`config.mk`:
```
export PLATFORM = sky130hd
export DESIGN_NAME = mult_div_unit
export DESIGN_NICKNAME = d
export VERILOG_FILES = /design/src/rtl/mult_div_unit.sv
export SDC_FILE = /design/constraint.sdc
export NUM_CORES = 1
export LEC_CHECK = 0
export CORE_MARGIN = 8
export CORE_UTILIZATION = 28
export CTS_CLUSTER_SIZE = 16
export DETAILED_ROUTE_END_ITERATION = 6
export PLACE_DENSITY = 0.42
export REMOVE_ABC_BUFFERS = 1
export SYNTH_ARGS = -nofsm -noshare
export SYNTH_HDL_FRONTEND = slang
export SYNTH_SLANG_ARGS = --single-unit
```
`constraint.sdc`:
```
create_clock -name clk -period 4.2 [get_ports clk]
set_input_delay 0.84 -clock clk [delete_from_list [all_inputs] [get_ports clk]]
set_output_delay 0.84 -clock clk [all_outputs]
set_load 0.03 [all_outputs]
```
`src/rtl/mult_div_unit.sv`:
```
// mult_div_unit: multi-cycle integer multiply/divide unit for the EXECUTE stage.
// Implements MULT, MULTU, DIV and DIVU into the HI/LO registers, plus MTHI and
// MTLO writes. A start/busy/done handshake lets hazard logic stall on MFHI/MFLO.
//
// Ports:
//   clk    - clock, all state updates on the rising edge
//   rst    - synchronous, active-high reset
//   start  - request a new operation (sampled only while idle)
//   op     - 00 MULT, 01 MULTU, 10 DIV, 11 DIVU
//   a, b   - operands (multiplicand/dividend, multiplier/divisor)
//   hi_we  - MTHI: write wdata into HI
//   lo_we  - MTLO: write wdata into LO
//   wdata  - data for MTHI/MTLO
//   busy   - operation in progress
//   done   - one-cycle pulse, HI/LO hold the new result
//   hi, lo - architectural HI/LO registers
module mult_div_unit #(
   parameter int unsigned WIDTH = 32
) (
   input  logic             clk,
   input  logic             rst,
   input  logic             start,
   input  logic [1:0]       op,
   input  logic [WIDTH-1:0] a,
   input  logic [WIDTH-1:0] b,
   input  logic             hi_we,
   input  logic             lo_we,
   input  logic [WIDTH-1:0] wdata,
   output logic             busy,
   output logic             done,
   output logic [WIDTH-1:0] hi,
   output logic [WIDTH-1:0] lo
);

   localparam int unsigned CW = (WIDTH > 1) ? $clog2(WIDTH) : 1;

   typedef enum logic [1:0] {
      IDLE = 2'd0,
      RUN  = 2'd1,
      FIX  = 2'd2
   } state_t;

   state_t               state_q, state_d;
   logic [CW-1:0]        cnt;
   logic                 is_div, neg_a, neg_b, b_zero;
   logic [2*WIDTH-1:0]   acc;      // mult: product accumulator; div: {remainder, dividend/quotient}
   logic [2*WIDTH-1:0]   mcand;    // shifted multiplicand
   logic [WIDTH-1:0]     mb_q;     // mult: shifting multiplier; div: divisor

   logic                 sa, sb;
   logic [WIDTH-1:0]     ma, mb;
   logic [WIDTH:0]       trial;
   logic [2*WIDTH-1:0]   acc_step;
   logic [2*WIDTH-1:0]   prod;
   logic [WIDTH-1:0]     quo, rem, res_hi, res_lo;

   // operand magnitudes; unsigned ops never set the sign flags
   always_comb begin
      sa = ~op[0] & a[WIDTH-1];
      sb = ~op[0] & b[WIDTH-1];
      ma = sa ? -a : a;
      mb = sb ? -b : b;
   end

   // one iteration of shift-add or restoring division
   always_comb begin
      trial    = {acc[2*WIDTH-1:WIDTH], acc[WIDTH-1]} - {1'b0, mb_q};
      acc_step = acc;
      if (is_div) begin
         // no borrow means the shifted remainder covered the divisor
         if (!trial[WIDTH])
            acc_step = {trial[WIDTH-1:0], acc[WIDTH-2:0], 1'b1};
         else
            acc_step = {acc[2*WIDTH-2:0], 1'b0};
      end else if (mb_q[0]) begin
         acc_step = acc + mcand;
      end
   end

   // sign correction; a zero divisor yields all-ones quotient and hi = a
   always_comb begin
      prod = (neg_a ^ neg_b) ? -acc : acc;
      quo  = acc[WIDTH-1:0];
      rem  = acc[2*WIDTH-1:WIDTH];
      if (is_div) begin
         res_lo = b_zero ? '1 : ((neg_a ^ neg_b) ? -quo : quo);
         res_hi = neg_a ? -rem : rem;
      end else begin
         res_hi = prod[2*WIDTH-1:WIDTH];
         res_lo = prod[WIDTH-1:0];
      end
   end

   always_comb begin
      state_d = state_q;
      busy    = (state_q != IDLE);
      case (state_q)
         IDLE:    if (start) state_d = RUN;
         RUN:     if (cnt == CW'(WIDTH-1)) state_d = FIX;
         FIX:     state_d = IDLE;
         default: state_d = IDLE;
      endcase
   end

   always_ff @(posedge clk) begin
      if (rst) begin
         state_q <= IDLE;
         done    <= 1'b0;
         hi      <= '0;
         lo      <= '0;
         cnt     <= '0;
         is_div  <= 1'b0;
         neg_a   <= 1'b0;
         neg_b   <= 1'b0;
         b_zero  <= 1'b0;
         acc     <= '0;
         mcand   <= '0;
         mb_q    <= '0;
      end else begin
         state_q <= state_d;
         done    <= (state_q == FIX);
         case (state_q)
            IDLE: begin
               if (start) begin
                  is_div <= op[1];
                  neg_a  <= sa;
                  neg_b  <= sb;
                  b_zero <= (b == '0);
                  mb_q   <= mb;
                  mcand  <= {{WIDTH{1'b0}}, ma};
                  acc    <= op[1] ? {{WIDTH{1'b0}}, ma} : '0;
                  cnt    <= '0;
               end else begin
                  if (hi_we) hi <= wdata;
                  if (lo_we) lo <= wdata;
               end
            end
            RUN: begin
               cnt <= cnt + CW'(1);
               acc <= acc_step;
               if (!is_div) begin
                  mcand <= {mcand[2*WIDTH-2:0], 1'b0};
                  mb_q  <= {1'b0, mb_q[WIDTH-1:1]};
               end
            end
            FIX: begin
               hi <= res_hi;
               lo <= res_lo;
            end
            default: ;
         endcase
      end
   end

endmodule
```
==> results.md, run 1 <==
- Status: finished clean
- Seq/Total Area, Yosys: 0.255
- Number of vias per cell: about 5.5
- Num CTS Buffers: 34
- Port bufs: roughly 170
- Worst-path clk slew: approximately 0.06 ns
- Primary FF master, synth: dfxtp_1
- Clk_skew: about 0.032 ns
- RSZ-0062 raised after global routing: no
- Top Ports: around 170
- Syn-to-layout area delta: 22.6%
- Max-slew headroom: 0.273
- Setup CP Type: register to register
- Required time worst endpoint: ~4.7 ns
- Nets: ~2900
- Async SR Flop Fraction: 0
- Register bit total from synthesis: around 240
- Fmax: between 200 and 300 MHz
- Initial Util: 0.282
- Slowest stage delay, CP: around 0.74 ns
- CTS Buffer Depth: 3
- # Post-CTS Setup Buffers: 0
- Average wire per standard cell: roughly 22 um
- Clock Sinks: 236
- Final worst slack: 0.434 ns
- Overall Global Routing Usage: 0.201
- Setup TNS: 0 ns
- Max IR drop VDD: roughly 180 uV
- Post-synth EDFFs: 0
- Power Density: between 300 and 400 nW/um2
- Pre-antenna DRT Iters: 7
- Largest net degree at the start of global routing: between 100 and 150
- Cell variety after synth: 80
- Vias in the first global route: roughly 19000
- ANT cells: 0
- Total gr overflow: 0
- Place WS: ~0.24 ns
- Final Hold Viols: 0
- Post-Syn Area per Cell: approximately 7.4 um2
- Antenna viol nets, final: 0
- Layout cells sized above 1: 0.0742
- CP endpoint kind: register
- First-pass GRT wire length: approximately 120000 um
- Max Transition Viols Final: 0
- Crit path cell chain: ha_1 -> fa_1 -> a21oi_1 -> nor2_1 -> o21ai_0 -> a21oi_1 -> a221o_1 -> a211oi_2 -> nor4b_1 -> nor2_1 -> or4_1 -> nand3_1
- Hold Buf Count CTS: 0
- Vias: roughly 20000
- PostCTS Resize Cnt: 0
- Die Footprint: approximately 75000 um2
- Multi-input logic area: about 13000 um2
- TritonCTS clock tree: yes
- Worst EP arrival: approximately 4.3 ns
- Synth Cell Area: ~19000 um2
- Reg area: 4730 um2
- Clock tree root buffer cell: clkbuf_16
- Hold slack: around 0.45 ns
- CP max FO: 6
- FP Rows: 94
- Fill cell count: 7005
- Final-report setup violation count: 0
- Pleak: 8.84 nW
- Die height: 273 um
- Tmin final: between 3 and 4 ns
- Initial drt markers: between 1000 and 1500
- DRT Wirelength: between 70000 and 80000 um
- Mapped Cells: ~2500
- Clk_lat worst skew: about 0.57 ns
- Residual DRC count: 0
- H-tree depth: 2
- Hold WC Path Type: register to register
- Initial antenna violation count: 0
- Slowest cell on crit path: nor4b_1
- Gp weighted congestion: ~0.90
- Post-DP HPWL: 61500 um
- Max-capacitance violation count: 0
- Final core utilization: 0.346
- Crit share post-route: 0.897
- Die Wd: around 270 um
- Kind of launch point of the worst setup path: register
- Synth warn: 0
- Worst-margin pin slew: ~1.1 ns
- Core Box Area: around 66000 um2
## layout by cell type (no fill, tap or decap), types with 28 or more instances in the layout
cell	n
nor2_1	363
a21oi_1	284
dfxtp_1	235
nand2_1	177
clkdlybuf4s50_1	167
o21ai_0	144
a211oi_1	109
ha_1	101
buf_4	101
xnor2_1	96
xor2_1	93
inv_1	82
nor3_1	60
mux2i_1	54
a22oi_1	47
o221ai_1	44
a21o_1	38
clkbuf_16	35
o31ai_1	29
nand3_1	28
## synth_stat cells, types with 6 or more instances
master    instances  area [um2]
nand3_1          28         140
a22oi_1          47         353
nor3_1           60         300
nand2b_1         28         175
ha_1            101        1260
o31ai_1          29         218
and2_1            8        50.1
o21a_1           14         105
o41ai_1          15         131
nand2_1         177         664
a31oi_1          25         156
o211ai_1         19         143
clkbuf_1        144         541
a21o_1           38         285
and3_1            8        50.1
nor2_1          365        1370
o21ai_1          13        65.1
nor2b_1          20         125
nand4_1          27         169
and4_1            6        52.6
nor4_1           14        87.6
dfxtp_1         236        4720
or4_1            17         128
o221ai_1         44         385
a311oi_1          7        61.3
a211oi_1        109         818
o21ai_0         145         726
a21oi_1         284        1420
mux2_1            7        78.8
mux2i_1          54         541
or3_1            25         156
a221o_1           8        80.1
xnor2_1          96         841
mux2_2            8        90.1
buf_1            12        45.0
xor2_1           93         815
inv_1            82         308
o21bai_1         16         120
## registers in the layout, summed over array words and instances (netlist names), 2 cells and up
signal / cells
state_q: 2
lo: 32
hi: 32
mb_q: 32
cnt: 5
acc: 64
mcand: 64
## cell families (layout without fill, tap and decap cells)
family | after synthesis | in the layout | share of synthesized area
AOI/OAI and AO/OA | 864 | 864 | 0.299
xor gates and xnor gates | 190 | 190 | 0.0902
adders and majority gates | 103 | 103 | 0.0704
buffers and inverters | 243 | 414 | 0.0496
DFF | 236 | 236 | 0.255
muxes | 69 | 69 | 0.0383
and+or+nand+nor | 805 | 805 | 0.197
## metal layers
layer	GRT usage	vias up	part of all wire
met5	0	-	0
met4	0.0489	0	0.021
met3	0.0247	81	0.050
met2	0.310	528	0.43
met1	0.295	9480	0.50
li1	-	9480	-
## final timing paths
check | start | end | slack (ns) | cells past startpoint
setup reg to reg | acc[0] | acc[60] | 0.43 | 12
setup / recovery | acc[0] | acc[60] | 0.43 | 12
hold reg to reg | lo[20] | lo[20] | 0.45 | 2
hold / removal | lo[20] | lo[20] | 0.45 | 2
## where the power goes
group	switching (mW)	leakage, nW	internal (mW)
Sequential	0.133	1.93	2.38
Clock	1.19	0.570	1.83
Combinational	1.29	6.34	0.791
Total	2.62	8.84	5.00
## critical path, delay by kind of cell, from the launching register on
kind	cells	cell delay (ns)
AOI/OAI and AO/OA	5	1.09
adders and majority gates	2	0.52
DFF	1	0.45
and+or+nand+nor	5	1.62
## metrics by stage
step / instances / instance area [um2] / total power, mW
after floorplan: 2349 / 17900 / 3.80
after global placement: 3486 / 21600 / 4.64
after detailed placement: 3486 / 21600 / 4.64
after CTS: 3545 / 22700 / 7.69
after global routing: 3545 / 22700 / 8.00
final: 3545 / 22700 / 7.62
## area by class of cell
type / instances / area share
multi-input cells: 2031 / 0.569
repair buffers: 273 / 0.111
flip-flops and latches: 236 / 0.208
clock buffers: 49 / 0.0453
inverters: 82 / 0.0135
clock inverters: 10 / 0.00534
well taps: 864 / 0.0476
No activity file was read; power rests on OpenSTA's default activity.
==> run 2: changes to the inputs <==
--- a/config.mk
+++ b/config.mk
@@ -6,10 +6,10 @@
 export NUM_CORES = 1
 export LEC_CHECK = 0
 export CORE_MARGIN = 8
-export CORE_UTILIZATION = 28
+export CORE_UTILIZATION = 57
 export CTS_CLUSTER_SIZE = 16
 export DETAILED_ROUTE_END_ITERATION = 6
-export PLACE_DENSITY = 0.42
+export PLACE_DENSITY = 0.76
 export REMOVE_ABC_BUFFERS = 1
 export SYNTH_ARGS = -nofsm -noshare
 export SYNTH_HDL_FRONTEND = slang
==> run 2 against run 1 <==
- global-route usage increased by 13 points
- non-clock buffer count shrank 16
- worst hold slack hardly changed
- highest routed layer unchanged
- flip-flop and latch count stayed put
- register-to-register slack got worse by 0.22 ns
- final cell count down 13%
- largest cell class unchanged
- first-iteration DRC count increased by 45%
- critical path type unchanged
- via count rose by 3.0%
==> results.md, run 2 (synthesized netlist as in run 1, its figures left out) <==
- Pre-antenna DRT Iters: 6
- Fmax: approximately 250 MHz
- Vias in the first global route: 18729
- Post-DP HPWL: about 51000 um
- Top Ports: around 170
- Hold path startpoint: lo[7]
- Hold WC Path Type: register to register
- CTS Buffer Depth: 3
- Die Wd: between 150 and 200 um
- Total gr overflow: 0
- Initial drt markers: slightly above 2000
- Pleak: ~8.7 nW
- Clk_skew: around 0.019 ns
- Gp weighted congestion: about 1.0
- Power Density: 335 nW/um2
- Clock tree root buffer cell: clkbuf_16
- Setup CP Type: register to register
- Vias: 20160
- Max-slew headroom: 0.171
- Fill cell count: 2758
- Crit share post-route: 0.949
- Worst-margin pin slew: around 1.2 ns
- Die height: 196 um
- Place WS: about 0.34 ns
- Kind of launch point of the worst setup path: register
- Reg-to-Reg Start: mcand[9]
- Largest regs: acc (64), mcand (64)
- Leading cell type in the layout, fill and taps excluded: nor2_1
- PostCTS Resize Cnt: 0
- Residual DRC count: 0
- Initial antenna violation count: 0
- Initial Util: 0.574
- Max IR drop VDD: about 410 uV
- Hold slack: 0.448 ns
- Die Footprint: a little under 40000 um2
- Antenna viol nets, final: 0
- Max Transition Viols Final: 0
- CP endpoint kind: register
- Required time worst endpoint: around 4.7 ns
- Final worst slack: 0.216 ns
- Average wire per standard cell: 21.9 um
- Nets: 2842
- # Post-CTS Setup Buffers: 0
- Overall Global Routing Usage: 0.335
- Largest net degree at the start of global routing: roughly 160
- Syn-to-layout area delta: 18.5%
- FP Rows: 66
- Non-filler cells, final: 3100
- RSZ-0062 raised after global routing: no
- Hold Buf Count CTS: 0
- Setup TNS: 0 ns
- First-pass GRT wire length: between 100000 and 150000 um
- H-tree depth: 1
- Dpl cells: a little over 3000
- Max-capacitance violation count: 0
- Clk_lat worst skew: 0.57 ns
- Tmin final: roughly 4.0 ns
- Worst-path clk slew: ~0.070 ns
- Status: finished clean
- DRT Wirelength: between 60000 and 70000 um
- Port bufs: around 170
- Clock Sinks: between 200 and 250
- Final-report setup violation count: 0
- Worst EP arrival: 4.48 ns
- CP max FO: 7
- TritonCTS clock tree: yes
- Layout cells sized above 1: 0.0640
- Crit path from: mcand[9]
- Final Hold Viols: 0
- Commonest non-fill, non-tap cells in the layout: nor2_1, a21oi_1, dfxtp_1
- Num CTS Buffers: 28
- Number of vias per cell: 6.50
- Core Box Area: 32300 um2
==> run 2: changes by cell type in the layout (fill, tap and decap cells not counted), sizes merged <==
cell | previous run | this run
inv | 84 | 83
bufinv | 2 | 8
clkbuf | 49 | 38
buf | 106 | 90
clkinv | 5 | 3
diode | 0 | 1
==> run 2: worst max-delay path, stage by stage, from the launching register on <==
cell and delay (ns):
dfxtp_1 0.33, ha_1 0.47, and2_1 0.25, and4_1 0.20, o21ai_0 0.16, a21oi_1 0.33
a221o_1 0.27, a211oi_2 0.15, nor4b_1 1.00, nor2_1 0.18, or4_1 0.47, nand3_1 0.09
==> run 2: path summary, 6_finish.rpt <==
path | end | slack (ns) | cells past startpoint
max reg2reg | acc[60] | 0.22 | 11
max | acc[60] | 0.22 | 11
min | lo[7] | 0.45 | 2
min reg2reg | lo[7] | 0.45 | 2
==> run 2: layer usage <==
layer | share of wire | global-route usage
met1 | 0.43 | 0.469
met2 | 0.44 | 0.526
met3 | 0.098 | 0.0509
met4 | 0.027 | 0.0957
met5 | 0 | 0
==> run 2: power breakdown <==
group          internal, mW  switching, mW
sequential             2.38          0.147
clock                  1.79           1.03
combinational         0.774           1.23
==> run 2: layout make-up <==
type / count / area (um2) / area share
antenna: 1 / 2.50 / 0.000114
clock buffer: 38 / 779 / 0.0355
clock inverter: 13 / 272 / 0.0124
inverter: 82 / 308 / 0.0140
multi-input combinational: 2031 / 12900 / 0.589
sequential: 236 / 4730 / 0.215
tap: 442 / 553 / 0.0252
timing repair buffer: 257 / 2390 / 0.109
==> run 2: per-stage QoR <==
step           area, um2   util  power [mW]
2_1_floorplan      17900      -        3.80
5_1_grt            22000  0.680        7.63
3_3_place_gp       20900  0.648        4.48
3_5_place_dp       20900  0.648        4.51
6_report           22000  0.680        7.35
4_1_cts            22000  0.680        7.31
==> run 3: changes to the inputs <==
--- a/config.mk
+++ b/config.mk
@@ -9,8 +9,10 @@
 export CORE_UTILIZATION = 57
 export CTS_CLUSTER_SIZE = 16
 export DETAILED_ROUTE_END_ITERATION = 6
+export MAX_ROUTING_LAYER = met4
 export PLACE_DENSITY = 0.76
 export REMOVE_ABC_BUFFERS = 1
+export SETUP_SLACK_MARGIN = 0.02
 export SYNTH_ARGS = -nofsm -noshare
 export SYNTH_HDL_FRONTEND = slang
 export SYNTH_SLANG_ARGS = --single-unit
==> run 3 against run 2 <==
- the run now ends with DRC left
- via count shrank 0.57%
- combinational power about the same
- first-iteration DRC count fell by 9.2%
- setup slack better by 0.11 ns
==> results.md, run 3 (synthesized netlist as in run 1, its figures left out) <==
- R2r setup slk: 0.32 ns
- Tmin final: 3.88 ns
- Hold path startpoint: lo[8]
- Slowest stage delay, CP: 0.43 ns
- Final core utilization: 0.679
- Setup CP Type: register to register
- Max-slew headroom: 0.215
- Setup TNS: 0 ns
- Total gr overflow: 0
- Final Hold Viols: 0
- Crit path cell chain: ha_1 -> fa_1 -> a21oi_1 -> nor2_1 -> o21ai_0 -> a21oi_1 -> a221o_1 -> a211oi_2 -> nor3_1 -> or3b_1 -> a31o_1 -> a22o_1
- Reg-to-Reg Start: mcand[0]
- Worst-margin pin slew: roughly 1.2 ns
- Num CTS Buffers: 28
- Pleak: approximately 8.7 nW
- GR Layer Usage met1: 0.462
- First-pass GRT wire length: 105000 um
- Gp weighted congestion: 1.02
- Die Footprint: about 39000 um2
- # Post-CTS Setup Buffers: 0
- DRT Wirelength: 68200 um
- Clock Sinks: between 200 and 250
- Hold depth: 2
- Initial antenna violation count: 2
- Place WS: ~0.32 ns
- Syn-to-layout area delta: 18.3%
- Crit share post-route: 0.923
- Max-capacitance violation count: 0
- RSZ-0062 raised after global routing: no
- Worst EP arrival: approximately 4.3 ns
- Cell mode on critical path: a21oi_1
- Kind of launch point of the worst setup path: register
- Violated checks: DRC
- Hold WC Path Type: register to register
- Clk_skew: approximately 0.027 ns
- Pre-antenna DRT Iters: 7
- Layout cells sized above 1: 0.0650
- Residual DRC count: 1
- PostCTS Resize Cnt: 0
- Largest net degree at the start of global routing: 163
- Power Density: 326 nW/um2
- H-tree depth: 1
- Leading cell type in the layout, fill and taps excluded: nor2_1
- Average wire per standard cell: roughly 22 um
- Final-report setup violation count: 0
- Nets: ~2800
- Critical R2R Capture: acc[52]
- Hold EP: lo[8]
- Non-filler cells, final: 3104
- Largest regs: acc (64), mcand (64)
- R2r worst-path depth: 12
- CTS Buffer Depth: 3
- CP endpoint kind: register
- Hold Buf Count CTS: 0
- CP top delay family: compound AO/OA/AOI/OAI gates
- Slowest cell on crit path: o21ai_0
- Required time worst endpoint: 4.65 ns
- Dpl cells: 3051
- Commonest non-fill, non-tap cells in the layout: nor2_1, a21oi_1, dfxtp_1
- Die height: between 150 and 200 um
- M3 GR Usage: 0.0615
- GRT Max-Usage Layer: met2
- TritonCTS clock tree: yes
- Total design power: approximately 7.2 mW
- Clk_lat worst skew: about 0.57 ns
- Antenna viol nets, final: 0
- Die Wd: slightly below 200 um
- Status: finished, violations left
- Post-DP HPWL: approximately 52000 um
- Overall Global Routing Usage: 0.347
- CP max FO: 5
- Max Transition Viols Final: 0
- Fmax: 258 MHz
- Initial Util: 0.574
- FP Rows: 66
- Initial drt markers: approximately 1900
- Final worst slack: ~0.32 ns
- Worst-path clk slew: approximately 0.060 ns
- Max IR drop VDD: around 350 uV
- Core Box Area: about 32000 um2
- Vias in the first global route: 18790
- Number of vias per cell: between 6 and 7
- Sum of buffers and inverters on the critical path: 0
- Port bufs: between 150 and 200
- Vias: around 20000
- Top Ports: 169
- Clock tree root buffer cell: clkbuf_16
- GR Layer Usage met2: 0.521
## run 3: cell count changes in the layout (fill, tap and decap cells not counted), sizes merged
| cell | before | now |
|---|---|---|
| clkinv | 3 | 4 |
| diode | 1 | 2 |
| inv | 83 | 82 |
| buf | 90 | 93 |
| clkbuf | 38 | 42 |
| bufinv | 8 | 4 |
## run 3: worst max-delay path by stage
| stage | start | end | slack [ns] | depth (start not counted) |
|---|---|---|---|---|
| final | mcand[0] | acc[52] | 0.32 | 12 |
| after CTS | mcand[0] | acc[52] | 0.54 | 12 |
| after global placement | a[13] | acc[29] | 0.34 | 11 |
| after detailed placement | a[13] | mcand[29] | 0.32 | 11 |
| after floorplan | state_q[1] | mcand[20] | -5.91 | 6 |
| after global routing | mcand[0] | acc[62] | 0.27 | 12 |
## run 3: power by group
group	total, mW	internal (mW)	switching (mW)
logic	2.01	0.774	1.24
registers	2.52	2.38	0.140
clock network	2.62	1.61	1.01
## run 3: per-stage QoR
step / hold WS (ns) / instance area (um2)
after floorplan: 0.446 / 17900
after CTS: 0.455 / 21900
after global routing: 0.464 / 21900
after detailed placement: 0.446 / 20900
after global placement: 0.438 / 20900
final: 0.451 / 21900
## run 3: cell type report
class                   count  area (um2)
flip-flops and latches    236        4730
multi-input cells        2031       12900
clock inverters             9         148
fillers                  2802       10400
well taps                 442         553
inverters                  82         308
clock buffers              42         835
diodes                      2        5.00
repair buffers            260        2410
## run 3: layer usage
metal  up-vias  wire (um)  part of all wire
met3       182       6550             0.096
met5         -          0                 0
met4         0       2690             0.039
met1      9447      29500              0.43
met2       974      29500              0.43
li1       9442          -                 -
## run 3: tightest hold or removal path: cells and delay by family, from the launching register on
family	cells	cell delay [ns]
AOI/OAI and AO/OA	1	0.05
DFF	1	0.31
and+or+nand+nor	1	0.05
==> RTL change (flow settings as in run 3) <==
Make the reset (`rst`) asynchronous in one clocked block. Comments in the files are not updated.
--- a/src/rtl/mult_div_unit.sv
+++ b/src/rtl/mult_div_unit.sv
@@ -102,7 +102,7 @@
       endcase
    end
 
-   always_ff @(posedge clk) begin
+   always_ff @(posedge clk or posedge rst) begin
       if (rst) begin
          state_q <= IDLE;
          done    <= 1'b0;
Formal check against the unedited RTL: differs if rst is asserted again (counterexample within 4 cycles, from zero or initial values and one cycle with rst high); with rst held inactive, the same outputs for 4 cycles.
==> RTL change against run 3 <==
Count of clock-buffer cells in the layout shrank 1. Synthesized cell count shrank 10%. Worst setup slack got worse by 0.27 ns. Sequential cell count did not move. Non-clock buffer count rose by 105. Final area grew 3.9%. Wire length is 5.5% lower. Area after synthesis is 0.84% lower. Fmax decreased by 6.4%. Critical endpoint is now acc[61]. Largest cell class unchanged.
Power is left out: it rests on default switching activity, and per cell area and clock period it moved more than threefold.
==> RTL change: results (changes against run 3) <==
\begin{tabular}{lr}
\hline
Metric & Value \\
\hline
\multicolumn{2}{l}{\textbf{Synthesis}} \\
\quad Leading register cell type out of synthesis & sky130\_fd\_sc\_hd\_\_dfrtp\_1 \\
\quad Cell variety after synth & 66 (-18\%) \\
\quad Top cells by area, synth & sky130\_fd\_sc\_hd\_\_dfrtp\_1 32\%, sky130\_fd\_sc\_hd\_\_ha\_1 6.9\%, sky130\_fd\_sc\_hd\_\_o21ai\_0 6.9\%, sky130\_fd\_sc\_hd\_\_a21oi\_1 6.1\%, sky130\_fd\_sc\_hd\_\_xnor2\_1 5.4\% \\
\quad Mean instance size in the synthesized netlist & 8.13 sq um (+10\%) \\
\quad Top cells by instance count after synthesis & 255 x sky130\_fd\_sc\_hd\_\_nand2\_1, 252 x sky130\_fd\_sc\_hd\_\_o21ai\_0, 236 x sky130\_fd\_sc\_hd\_\_dfrtp\_1 \\
\multicolumn{2}{l}{\textbf{GRT}} \\
\quad Global Route Usage Sum & 33.4\% (-1.4 points) \\
\quad Maximum number of pins on one net before global-route repair & 100 (-39\%) \\
\quad Vias in the first global route & 18400 (-2.1\%) \\
\multicolumn{2}{l}{\textbf{Run status}} \\
\quad Result of the run & finished clean \\
\multicolumn{2}{l}{\textbf{Critical path}} \\
\quad Logic depth of the worst register-to-register path & 17 (+5) \\
\quad Largest stage delay on the critical path & 0.58 ns (+0.15 ns) \\
\quad Capturing point of the worst reg2reg path & acc[61] \\
\multicolumn{2}{l}{\textbf{Detailed routing}} \\
\quad Total vias in the final route & 18900 (-5.8\%) \\
\quad Routed via count divided by cell count & 6.41 (-0.76\%) \\
\quad First-pass iteration count of the detailed router & 6 (-1) \\
\quad Detailed router's first-iteration violation count & 1805 (-4.4\%) \\
\quad Post-detailed-routing wire length & 64.5 mm (-5.5\%) \\
\multicolumn{2}{l}{\textbf{Finish}} \\
\quad Layout cells sized above 1 & 11.6\% (+5.1 points) \\
\quad Antenna cell count & 0 (-2) \\
\quad Nets & 2731 (-4.0\%) \\
\multicolumn{2}{l}{\textbf{Placement}} \\
\quad Global placer's final weighted congestion & 0.982 (-3.6\%) \\
\quad Total half-perimeter wirelength after legalization and detailed placement & 48.2 mm (-6.9\%) \\
\quad Number of placed instances with taps included & 2892 (-5.2\%) \\
\quad Post-detailed-placement cell area & 21700 sq um (+3.4\%) \\
\quad Worst slack at placement & -0.340 ns (-0.664 ns) \\
\multicolumn{2}{l}{\textbf{Timing}} \\
\quad Timing-limited maximum frequency & 241 MHz (-6.4\%) \\
\hline
\end{tabular}
[RTL change: changes by cell type in the layout (fill, tap and decap cells not counted), sizes merged, moves of 94 or more]
cell           run 3  this run
o21ai            160       255
nor2             366       175
buf               93       197
dfxtp            236         0
dfrtp              0       236
a211oi           110        16
[RTL change: final cells by class]
type                    count  area [sq um]
flip-flops and latches    236          5910
fillers                  2524          8870
repair buffers            365          3220
well taps                 402           503
clock inverters             9           126
clock buffers              41           811
inverters                  72           278
multi-input cells        1822         11900
[RTL change: kinds of logic after synthesis]
family / after synthesis / share of synthesized area (%)
compound gates: 826 / 27.9
xor+xnor: 206 / 9.82
fa+ha+maj: 103 / 7.09
buf+inv: 201 / 4.14
simple gates: 624 / 15.4
mux: 63 / 3.46
flops: 236 / 32.1
[RTL change: what timing repair did]
item	in CTS	in global routing
cloned	0	0
pin swaps	5	12
hold buffers	0	0
endpoints found under the setup margin	33	33
buffers inserted	0	5
gates resized for setup	10	24
[RTL change: how the worst min path moves through the flow]
stage	startpoint	to	slack (ns)
after floorplan	cnt[3]	cnt[3]	0.45
after global placement	lo[24]	lo[24]	0.46
after detailed placement	lo[24]	lo[24]	0.47
after CTS	lo[24]	lo[24]	0.49
after global routing	lo[16]	lo[16]	0.50
final	lo[20]	lo[20]	0.48
[RTL change: worst min-delay path, delay by kind of cell, from the launching register on]
family	cells	cell delay, ns
AO/OA/AOI/OAI	1	0.06
AND/OR/NAND/NOR	1	0.04
flip-flops	1	0.34
[RTL change: per-layer routing]
metal	track usage, %	wire length (um)
met1	40.1	25800
met2	56.0	31300
met3	4.09	4370
met4	14.3	3040
met5	-	0
